--- src/rtl/muldiv_pkg.sv ---
// Shared definitions for the EX-stage multiply/divide unit.
package muldiv_pkg;

    localparam int WIDTH     = 32;
    localparam int ITER_LAST = 31;

    localparam logic [2:0] OP_MULT  = 3'b000;
    localparam logic [2:0] OP_MULTU = 3'b001;
    localparam logic [2:0] OP_DIV   = 3'b010;
    localparam logic [2:0] OP_DIVU  = 3'b011;
    localparam logic [2:0] OP_MTHI  = 3'b100;
    localparam logic [2:0] OP_MTLO  = 3'b101;

    typedef enum logic [1:0] {
        IDLE,
        MUL,
        DIV,
        FIX
    } state_t;

    // Magnitude of an operand; unsigned operations pass it through untouched.
    function automatic logic [WIDTH-1:0] absVal(input logic [WIDTH-1:0] v,
                                                input logic signedOp);
        return (signedOp && v[WIDTH-1]) ? -v : v;
    endfunction

endpackage

--- src/rtl/muldiv_core.sv ---
// Datapath for the iterative unit: one radix-2 shift-add (multiply) or
// restoring shift-subtract (divide) step per cycle on a 64-bit register.
// Multiply leaves {hi, lo} of the product; divide leaves {remainder, quotient}.
module muldiv_core
    import muldiv_pkg::*;
(
    input  logic                 clk,
    input  logic                 rst,
    input  logic                 load,
    input  logic                 step,
    input  logic                 isMul,
    input  logic [WIDTH-1:0]     opA,
    input  logic [WIDTH-1:0]     opB,
    output logic [2*WIDTH-1:0]   acc
);

    logic [WIDTH-1:0] operand;
    logic             mulMode;
    logic [WIDTH:0]   addSum;
    logic             borrow;
    logic [WIDTH-1:0] remNext;
    logic             take;

    // Next-step arithmetic. The shifted partial remainder is 33 bits; when its
    // top bit is set it always exceeds the divisor, so a 32-bit trial suffices.
    always_comb begin
        addSum            = {1'b0, acc[2*WIDTH-1:WIDTH]} + (acc[0] ? {1'b0, operand} : '0);
        {borrow, remNext} = {1'b0, acc[2*WIDTH-2:WIDTH-1]} - {1'b0, operand};
        take              = acc[2*WIDTH-1] | ~borrow;
    end

    // Operand capture on load, then one iteration per step.
    always_ff @(posedge clk or posedge rst) begin
        if (rst) begin
            acc     <= '0;
            operand <= '0;
            mulMode <= 1'b0;
        end else if (load) begin
            mulMode <= isMul;
            if (isMul) begin
                operand <= opA;
                acc     <= {{WIDTH{1'b0}}, opB};
            end else begin
                operand <= opB;
                acc     <= {{WIDTH{1'b0}}, opA};
            end
        end else if (step) begin
            if (mulMode) begin
                acc <= {addSum, acc[WIDTH-1:1]};
            end else if (take) begin
                acc <= {remNext, acc[WIDTH-2:0], 1'b1};
            end else begin
                acc <= {acc[2*WIDTH-2:0], 1'b0};
            end
        end
    end

endmodule

--- src/rtl/ex_muldiv_unit.sv ---
// EX-stage multiply/divide unit: owns HI/LO, sequences the iterative core and
// stalls dependent instructions while an operation is in flight.
//
//   state | meaning
//   IDLE  | waiting; mt*, divide-by-zero complete here in one edge
//   MUL   | 32 shift-add iterations
//   DIV   | 32 shift-subtract iterations
//   FIX   | sign correction, HI/LO write, Done pulse
module ex_muldiv_unit #(
    parameter int WIDTH = muldiv_pkg::WIDTH
) (
    input  logic             Clk,
    input  logic             Rst,
    input  logic             Start,
    input  logic [2:0]       Op,
    input  logic [WIDTH-1:0] A,
    input  logic [WIDTH-1:0] B,
    input  logic             HiLoRead,
    input  logic             Flush,
    output logic [WIDTH-1:0] Hi,
    output logic [WIDTH-1:0] Lo,
    output logic             Busy,
    output logic             Stall,
    output logic             Done,
    output logic             DivByZero
);
    import muldiv_pkg::*;

    state_t             state;
    logic [4:0]         count;
    logic               negRes;
    logic               negRem;
    logic               resIsMul;
    logic [2*WIDTH-1:0] acc;

    logic               accept;
    logic               isMulOp;
    logic               isDivOp;
    logic               signedOp;
    logic               divZero;
    logic               coreLoad;
    logic               coreStep;
    logic [WIDTH-1:0]   magA;
    logic [WIDTH-1:0]   magB;
    logic [2*WIDTH-1:0] prod;
    logic [WIDTH-1:0]   quot;
    logic [WIDTH-1:0]   rem;

    // Operation decode and sign-corrected results for the FIX state.
    always_comb begin
        accept   = Start && !Flush && (state == IDLE);
        isMulOp  = (Op == OP_MULT) || (Op == OP_MULTU);
        isDivOp  = (Op == OP_DIV)  || (Op == OP_DIVU);
        signedOp = (Op == OP_MULT) || (Op == OP_DIV);
        divZero  = (B == '0);
        coreLoad = accept && (isMulOp || (isDivOp && !divZero));
        coreStep = (state == MUL) || (state == DIV);
        magA     = absVal(A, signedOp);
        magB     = absVal(B, signedOp);
        prod     = negRes ? -acc : acc;
        quot     = negRes ? -acc[WIDTH-1:0] : acc[WIDTH-1:0];
        rem      = negRem ? -acc[2*WIDTH-1:WIDTH] : acc[2*WIDTH-1:WIDTH];
    end

    assign Stall = Busy & (HiLoRead | Start);

    muldiv_core uCore (
        .clk   (Clk),
        .rst   (Rst),
        .load  (coreLoad),
        .step  (coreStep),
        .isMul (isMulOp),
        .opA   (magA),
        .opB   (magB),
        .acc   (acc)
    );

    // Sequencer with registered HI/LO and status outputs.
    always_ff @(posedge Clk or posedge Rst) begin
        if (Rst) begin
            state     <= IDLE;
            count     <= '0;
            negRes    <= 1'b0;
            negRem    <= 1'b0;
            resIsMul  <= 1'b0;
            Hi        <= '0;
            Lo        <= '0;
            Busy      <= 1'b0;
            Done      <= 1'b0;
            DivByZero <= 1'b0;
        end else begin
            Done      <= 1'b0;
            DivByZero <= 1'b0;
            case (state)
                IDLE: begin
                    if (accept) begin
                        if (isMulOp) begin
                            state    <= MUL;
                            Busy     <= 1'b1;
                            count    <= '0;
                            resIsMul <= 1'b1;
                            negRes   <= signedOp && (A[WIDTH-1] ^ B[WIDTH-1]);
                            negRem   <= 1'b0;
                        end else if (isDivOp && divZero) begin
                            Hi        <= A;
                            Lo        <= '1;
                            Done      <= 1'b1;
                            DivByZero <= 1'b1;
                        end else if (isDivOp) begin
                            state    <= DIV;
                            Busy     <= 1'b1;
                            count    <= '0;
                            resIsMul <= 1'b0;
                            negRes   <= signedOp && (A[WIDTH-1] ^ B[WIDTH-1]);
                            negRem   <= signedOp && A[WIDTH-1];
                        end else if (Op == OP_MTHI) begin
                            Hi <= A;
                        end else if (Op == OP_MTLO) begin
                            Lo <= A;
                        end
                    end
                end
                MUL, DIV: begin
                    if (Flush) begin
                        state <= IDLE;
                        Busy  <= 1'b0;
                        count <= '0;
                    end else if (count == 5'(ITER_LAST)) begin
                        state <= FIX;
                        count <= '0;
                    end else begin
                        count <= count + 5'd1;
                    end
                end
                FIX: begin
                    state <= IDLE;
                    Busy  <= 1'b0;
                    if (!Flush) begin
                        Done <= 1'b1;
                        if (resIsMul) begin
                            Hi <= prod[2*WIDTH-1:WIDTH];
                            Lo <= prod[WIDTH-1:0];
                        end else begin
                            Hi <= rem;
                            Lo <= quot;
                        end
                    end
                end
                default: begin
                    state <= IDLE;
                    Busy  <= 1'b0;
                end
            endcase
        end
    end

endmodule

--- config.mk ---
export PLATFORM = sky130hd
export DESIGN_NAME = ex_muldiv_unit
export DESIGN_NICKNAME = d
export VERILOG_FILES = /design/src/rtl/muldiv_pkg.sv /design/src/rtl/muldiv_core.sv /design/src/rtl/ex_muldiv_unit.sv
export SDC_FILE = /design/constraint.sdc
export NUM_CORES = 1
export LEC_CHECK = 0
export BUFFER_PORTS_ARGS = -buffer_cell sky130_fd_sc_hd__buf_2
export CORE_UTILIZATION = 45
export CTS_CLUSTER_SIZE = 8
export DETAILED_ROUTE_END_ITERATION = 6
export HOLD_SLACK_MARGIN = 0.02
export PLACE_DENSITY = 0.65
export SYNTH_ARGS = -nofsm -noshare
export SYNTH_HDL_FRONTEND = slang
export SYNTH_HIERARCHICAL = 1
export SYNTH_SLANG_ARGS = --single-unit
--- constraint.sdc ---
create_clock -name Clk -period 3.65 [get_ports Clk]
set_clock_uncertainty 0.1 [all_clocks]
set_input_delay 0.1825 -clock Clk [delete_from_list [all_inputs] [get_ports Clk]]
set_output_delay 0.1825 -clock Clk [all_outputs]
set_load 0.005 [all_outputs]
==> results of run 1 <==
## timing repair
item	4_1_cts	5_1_grt
gates cloned	0	1
hold endpoints to repair	101	0
hold buffers	7	0
resized for setup	4	21
setup endpoints to repair	9	16
buffers inserted	0	4
pin swaps	0	7
## final cells by class
| class | count | area [um^2] | share of cell area [%] |
|---|---|---|---|
| Antenna cell | 1 | 2.50 | 0.0134 |
| Multi-Input combinational cell | 1662 | 11000 | 58.8 |
| Inverter | 72 | 277 | 1.48 |
| Clock inverter | 12 | 135 | 0.723 |
| Clock buffer | 20 | 457 | 2.44 |
| Timing Repair Buffer | 286 | 1910 | 10.2 |
| Tap cell | 455 | 569 | 3.05 |
| Sequential cell | 174 | 4360 | 23.3 |
## worst min path at each step
stage | depth (start not counted) | slack, ps | startpoint | to
final | 3 | 40 | B[0] | uCore/operand[0]
after global routing | 3 | 50 | B[0] | uCore/operand[0]
after detailed placement | 2 | 260 | Rst | uCore/acc[10]
after floorplan | 1 | 190 | Op[1] | resIsMul
after global placement | 2 | 270 | Rst | uCore/acc[10]
after CTS | 3 | 20 | B[0] | uCore/operand[0]
## cells by family after synthesis
| logic type | after synthesis | synth area share, % |
|---|---|---|
| buf+inv | 181 | 4.36 |
| mux | 127 | 8.02 |
| fa+ha+maj | 74 | 5.93 |
| simple gates | 671 | 21.1 |
| xor+xnor | 160 | 8.83 |
| compound gates | 630 | 24.4 |
| flops | 174 | 27.4 |
## synthesized netlist by cell type, types with 21 or more instances
| master | count |
|---|---|
| nor3_1 | 40 |
| inv_1 | 71 |
| xor2_1 | 65 |
| nand2b_1 | 24 |
| a21o_1 | 33 |
| nand2_1 | 143 |
| nand3_1 | 42 |
| mux2i_1 | 126 |
| ha_1 | 72 |
| a21oi_1 | 243 |
| o21ai_0 | 123 |
| o22ai_1 | 35 |
| and3_1 | 31 |
| dfrtp_1 | 174 |
| nor4_1 | 28 |
| clkbuf_1 | 84 |
| o31ai_1 | 21 |
| nor2_1 | 205 |
| or3_1 | 30 |
| xnor2_1 | 95 |
| and2_1 | 41 |
## worst max-delay path, cell delays in order, from the launching register on
cell and delay, ps:
dfrtp_1 350, inv_1 50, ha_1 220, fa_1 440, nor2b_2 160, o31a_1 180
o311ai_2 170, o211ai_1 280, a2111oi_0 140, buf_4 180, or4_1 580, a311oi_2 280
a31oi_1 60, a311oi_1 300
## routing by layer
layer  routed length [um]  part of all wire, %  global-route usage [%]  vias up
met5                    0                    0                       0        -
met2                27700                   45                    53.0      775
li1                     -                    -                       -     7774
met1                26900                   43                    45.8     8075
met4                 2430                  3.9                    14.2        0
met3                 5060                  8.1                    5.74      117
## power groups by stage
stage               sequential (mW)  clock [mW]  combinational, mW
floorplan                      3.70           0               9.31
global placement               3.87           0               14.0
detailed placement             3.88           0               14.2
CTS                            3.85        1.93               14.3
global route                   3.96        2.00               16.2
finish                         3.87        1.90               15.0
## metrics by stage
| stage | setup WS, ps | cell area, um^2 | setup TNS [ps] |
|---|---|---|---|
| floorplan | 96.7 | 15900 | 0 |
| global placement | 0.927 | 17800 | 0 |
| detailed placement | -106 | 17800 | -125 |
| CTS | 9.82 | 18500 | 0 |
| global route | -36.3 | 18700 | -111 |
| finish | 37.0 | 18700 | 0 |
## registers in the layout, summed over array words and instances, names as in the netlist
name and cells:
count 5, state 2, negRes 1, Lo 32, DivByZero 1, negRem 1
resIsMul 1, Done 1, uCore/acc 64, uCore/mulMode 1, uCore/operand 32, Busy 1
Hi 32
==> metrics.txt, run 1 <==
Root Driver clkbuf_16; Worst-path clk slew ~70 ps; I/O Buffers about 140; vias per cell approximately 6.2; critical path arrival slightly below 4000 ps; post-DR wirelength/cell 23.2 um; NumNets Final ~2,400; core footprint 0.0346 mm^2; initial core utilization 45.8%; Clock power frac 9.2%; Int Power ~10 mW; Filler cells 3,369; top cell type's share of synthesized area 27.4%; crit path from uCore/acc[31]; first drt pass iteration count 5; clk_lat worst skew roughly 450 ps; via count 16,700; CP Launch Type flop; type of the worst min-delay path input port to flop; largest net degree at the start of global routing a little under 100; CTS buffer count 17; fraction of layout cells with a size suffix above 1 15.9%; Iteration-0 DRC Markers roughly 1,900; gpl congestion around 0.99; Cell Count, Final, Fillers Out 2,682; Post-synth EDFFs 0; Max-slew headroom between 30 and 40%; prevailing post-synth register cell dfrtp_1; largest area contributor in the netlist dfrtp_1; Remaining DRCs 0; DIE AREA roughly 0.036 mm^2; Core Rows 68; final hold viol count 0; Final min period approximately 3600 ps; synthesized area 0.0159 mm^2; main area contributors after synthesis dfrtp_1 27%, mux2i_1 7.9%, a21oi_1 7.7%; Die Y around 190 um; CTS tree built; CTS Buffer Depth 2; Yosys reg bits around 170; commonest non-fill, non-tap cell in the layout a21oi_1; total grt overflow 0; Least-Margin Pin Slew 1030 ps; syn_area_per_cell 7.87 um^2; global-route wire length before repair about 92,000 um; WS Path Type flop to flop; Routed Antenna Nets 0; CP Data Required Time approximately 4000 ps; total power about 21 mW; H-tree level count 4; switching fraction of total power about half; pwr dens 1110 mW/mm^2; Switch Pwr approximately 11 mW; crit end category flop; Post-synth ARST share 100%; most frequent cells in the layout 240 x a21oi_1, 204 x nor2_1, 172 x dfrtp_1, 143 x nand2_1, 139 x buf_2; Max Slew Vio Count 0; P&R area growth vs syn 17.7%; hold slack around 42 ps; Finished Core Util 54.0%; count of different cell masters after synthesis between 80 and 90; placed cell count between 2,000 and 3,000; initial antenna violation count 0; flop-to-flop setup slack ~37 ps; clock sink count between 150 and 200; crit path capture uCore/acc[46]; post-synthesis sequential area ratio between 20% and 30%; reg2reg end uCore/acc[46]; DIE WIDTH 190 um; syn_nets between 2,000 and 2,500; final wirelength 62,100 um; vias in the first global route between 15,000 and 20,000; combinational share of power between 70% and 80%; sequential share of power 18.7%; FF-to-FF path depth 13; max-cap violation count 0; Global Route Usage Sum 33.8%; fmax ~0.28 GHz; final period utilization 99.0%; Cells after Synth 2,017; Leakage between 8 and 9 nW; yosys warns 6; Final setup viols 0; num ports 140; run status completed; DP Wirelength approximately 48,000 um; crit path max fanout 3; R2R Path Start uCore/acc[31]; Max VDD drop between 600 and 700 uV
Power figures use the tool's default switching activity.
==> inputs of run 2 (changes only) <==
--- a/config.mk
+++ b/config.mk
@@ -5,12 +5,12 @@
 export SDC_FILE = /design/constraint.sdc
 export NUM_CORES = 1
 export LEC_CHECK = 0
+export ABC_AREA = 1
 export BUFFER_PORTS_ARGS = -buffer_cell sky130_fd_sc_hd__buf_2
 export CORE_UTILIZATION = 45
 export CTS_CLUSTER_SIZE = 8
 export DETAILED_ROUTE_END_ITERATION = 6
 export HOLD_SLACK_MARGIN = 0.02
-export PLACE_DENSITY = 0.65
 export SYNTH_ARGS = -nofsm -noshare
 export SYNTH_HDL_FRONTEND = slang
 export SYNTH_HIERARCHICAL = 1
==> run 2 against run 1 <==
Net effect: worst setup slack improved by 130 ps; combinational power increased by 8%; sequential power increased by 17%; power increased by 9.7%; synthesized cell count increased by 59%; fmax increased by 3.9%; global-route usage increased by 4.2 points; sequential share of layout area decreased by 2.1 points; via count increased by 28%; critical endpoint is now uCore/operand[0]; highest routed layer unchanged.
==> metrics.txt, run 2 <==
run status completed; DIE AREA around 0.042 mm^2; CTS buffer count 17; RSZ-0062 raised after global routing no; DP Wirelength approximately 64,000 um; largest net degree at the start of global routing 70; Top delay family on crit path buffers and inverters; storage element area 0.00436 mm^2; core footprint between 0.04 and 0.05 mm^2; CTS tree built; total grt overflow 0; setup bufs post-CTS 0; setup ws final between 150 and 200 ps; final wirelength between 80,000 and 90,000 um; initial antenna violation count 1; initial core utilization a little under half; WS Path Type input port to flop; Max-slew headroom between 30% and 40%; num ports 140; Final setup viols 0; Leakage approximately 11 nW; critical path cell sequence dlygate4sd3_1 -> buf_2 -> nor2_1 -> dlygate4sd3_1 -> inv_1 -> nor2_1 -> inv_1 -> nor2_4 -> clkinv_1 -> nand2_1 -> o21ai_0 -> dlygate4sd3_1; NumNets Final 3,460; CTS Buffer Depth 2; I/O Buffers 139; Cell Count, Final, Fillers Out ~3,900; clock sink count approximately 170; commonest non-fill, non-tap cell in the layout nand2_1; most frequent cell after synthesis nand2_1; Post-synth ARST share between 90% and 100%; vias in the first global route 19,700; Worst path slowest cell clkinv_1; clk_lat worst skew 510 ps; fraction of layout cells with a size suffix above 1 8.96%; max-cap violation count 0; via count 21,500; top cell type's share of synthesized area a little under a quarter; critical path arrival ~3800 ps; type of the worst min-delay path input port to flop; prevailing post-synth register cell dfrtp_1; Remaining DRCs 0; placed cell count around 3,800; Worst-path clk slew roughly 80 ps; Synth top cells by count 1,099 x nand2_1, 474 x inv_1, 327 x nor2_1; first drt pass iteration count 6; post-DR wirelength/cell about 21 um; Biggest register uCore/acc; final hold viol count 0; Worst path max stage delay roughly 750 ps; Iteration-0 DRC Markers between 2,000 and 2,500; Filler cells about 4,400; Least-Margin Pin Slew between 900 and 1000 ps; most frequent cells in the layout 1,099 x nand2_1, 471 x inv_1, 323 x nor2_1, 238 x o21ai_0, 210 x nand3_1; Hold Startpoint A[19]; pwr dens between 1000 and 1500 mW/mm^2; Post-synth EDFFs 0; main area contributors after synthesis dfrtp_1 23%, nand2_1 22%, inv_1 9.5%; crit end category flop; CP Data Required Time roughly 4000 ps; reg2reg end uCore/acc[61]; Max VDD drop ~690 uV; final period utilization 95.3%; Root Driver clkbuf_16; area taken by multi-input logic gates ~0.012 mm^2; global-route wire length before repair 118,000 um; flop-to-flop setup slack between 500 and 600 ps; Post-Route Setup TNS 0 ps; R2R Path Start uCore/acc[0]; Global Route Usage Sum between 30% and 40%; Max Slew Vio Count 0; Routed Antenna Nets 0; Finished Core Util 50.2%; total power about 23 mW; max reg flops 64; Final min period 3480 ps; yosys warns 6; DIE WIDTH between 200 and 250 um; WHS Path Cells 5; Hold Crit Endpoint Hi[19]; Cells after Synth about 3,200; pre-CTS setup slack ~570 ps; post-synthesis sequential area ratio around a quarter; FF-to-FF path depth 18; vias per cell 5.57; CP Launch Type input port; H-tree level count 4; count of different cell masters after synthesis 55; syn_nets around 3,400; fmax around 0.29 GHz; Yosys reg bits between 150 and 200; gpl congestion approximately 1; largest area contributor in the netlist dfrtp_1; crit path max fanout 30; P&R area growth vs syn 10.0%; Top cell by count, worst path dlygate4sd3_1; syn_area_per_cell between 5 and 6 um^2; synthesized area 0.0186 mm^2; Core Rows 74; buffer and inverter count on the worst path 7; Die Y between 200 and 250 um
==> run 2: cell count changes in the layout (fill, tap and decap cells not counted), moves of 68 or more <==
cell and change:
mux2i_1 -121, nor2_1 +119, inv_1 +403, buf_4 -98, nand3_1 +169, nand2_1 +956, a21oi_1 -91, xnor2_1 -68
o21ai_0 +116
==> run 2: how the worst max path moves through the flow <==
stage            startpoint                to  slack (ps)  cells past startpoint
6_report              Flush  uCore/operand[0]         170                     12
3_5_place_dp   uCore/acc[0]     uCore/acc[61]         570                     18
4_1_cts               Flush  uCore/operand[0]         230                     12
3_3_place_gp   uCore/acc[0]     uCore/acc[61]         610                     18
2_1_floorplan           Rst      uCore/acc[0]         830                      1
5_1_grt               Flush  uCore/operand[0]          60                     12
==> run 2: cell families (layout without fill, tap and decap cells) <==
| family | after synthesis | count (layout) | share of synthesized area (%) |
|---|---|---|---|
| other cells | 0 | 1 | 0 |
| buf+inv | 595 | 707 | 12.7 |
| flops | 174 | 174 | 23.4 |
| xor+xnor | 79 | 79 | 3.71 |
| mux | 5 | 5 | 0.269 |
| simple gates | 1776 | 1776 | 39.6 |
| fa+ha+maj | 74 | 74 | 5.05 |
| compound gates | 512 | 512 | 15.3 |
==> run 2: worst reg2reg max path, delay by kind of cell (launching register included) <==
kind,cells,cell delay [ps]
flops,1,400
fa+ha+maj,2,650
simple gates,12,1400
buf+inv,4,460
==> run 2: metrics by stage <==
step | area (um^2) | hold WS, ps
after floorplan | 18600 | 229
after global placement | 19800 | 233
after detailed placement | 19800 | 241
after CTS | 20500 | 21.8
after global routing | 20500 | 40.4
final | 20500 | 47.6
==> run 2: what timing repair did <==
item	in CTS	in global routing
gates resized for setup	0	0
hold buffers	11	0
hold endpoints to repair	104	0
==> run 2: layout make-up <==
type                    count  area share [%]
diodes                      1          0.0122
well taps                 532            3.25
multi-input cells        2446            58.2
inverters                 489            8.97
clock inverters            13           0.781
repair buffers            186            5.31
flip-flops and latches    174            21.2
clock buffers              19            2.21
==> run 2: routing by layer <==
| metal | global-route usage (%) | vias to the layer above | routed length [um] |
|---|---|---|---|
| met3 | 7.78 | 198 | 6900 |
| met1 | 49.4 | 9913 | 33600 |
| met2 | 58.3 | 968 | 35100 |
| li1 | - | 10400 | - |
| met5 | 0 | - | 0 |
| met4 | 22.1 | 0 | 4640 |
==> run 2: power breakdown <==
group | switching [mW] | internal, mW | leakage (nW) | total (mW)
Sequential | 1.61 | 2.92 | 2.11 | 4.53
Combinational | 11.0 | 5.20 | 8.63 | 16.2
Clock | 0.954 | 1.07 | 0.306 | 2.03
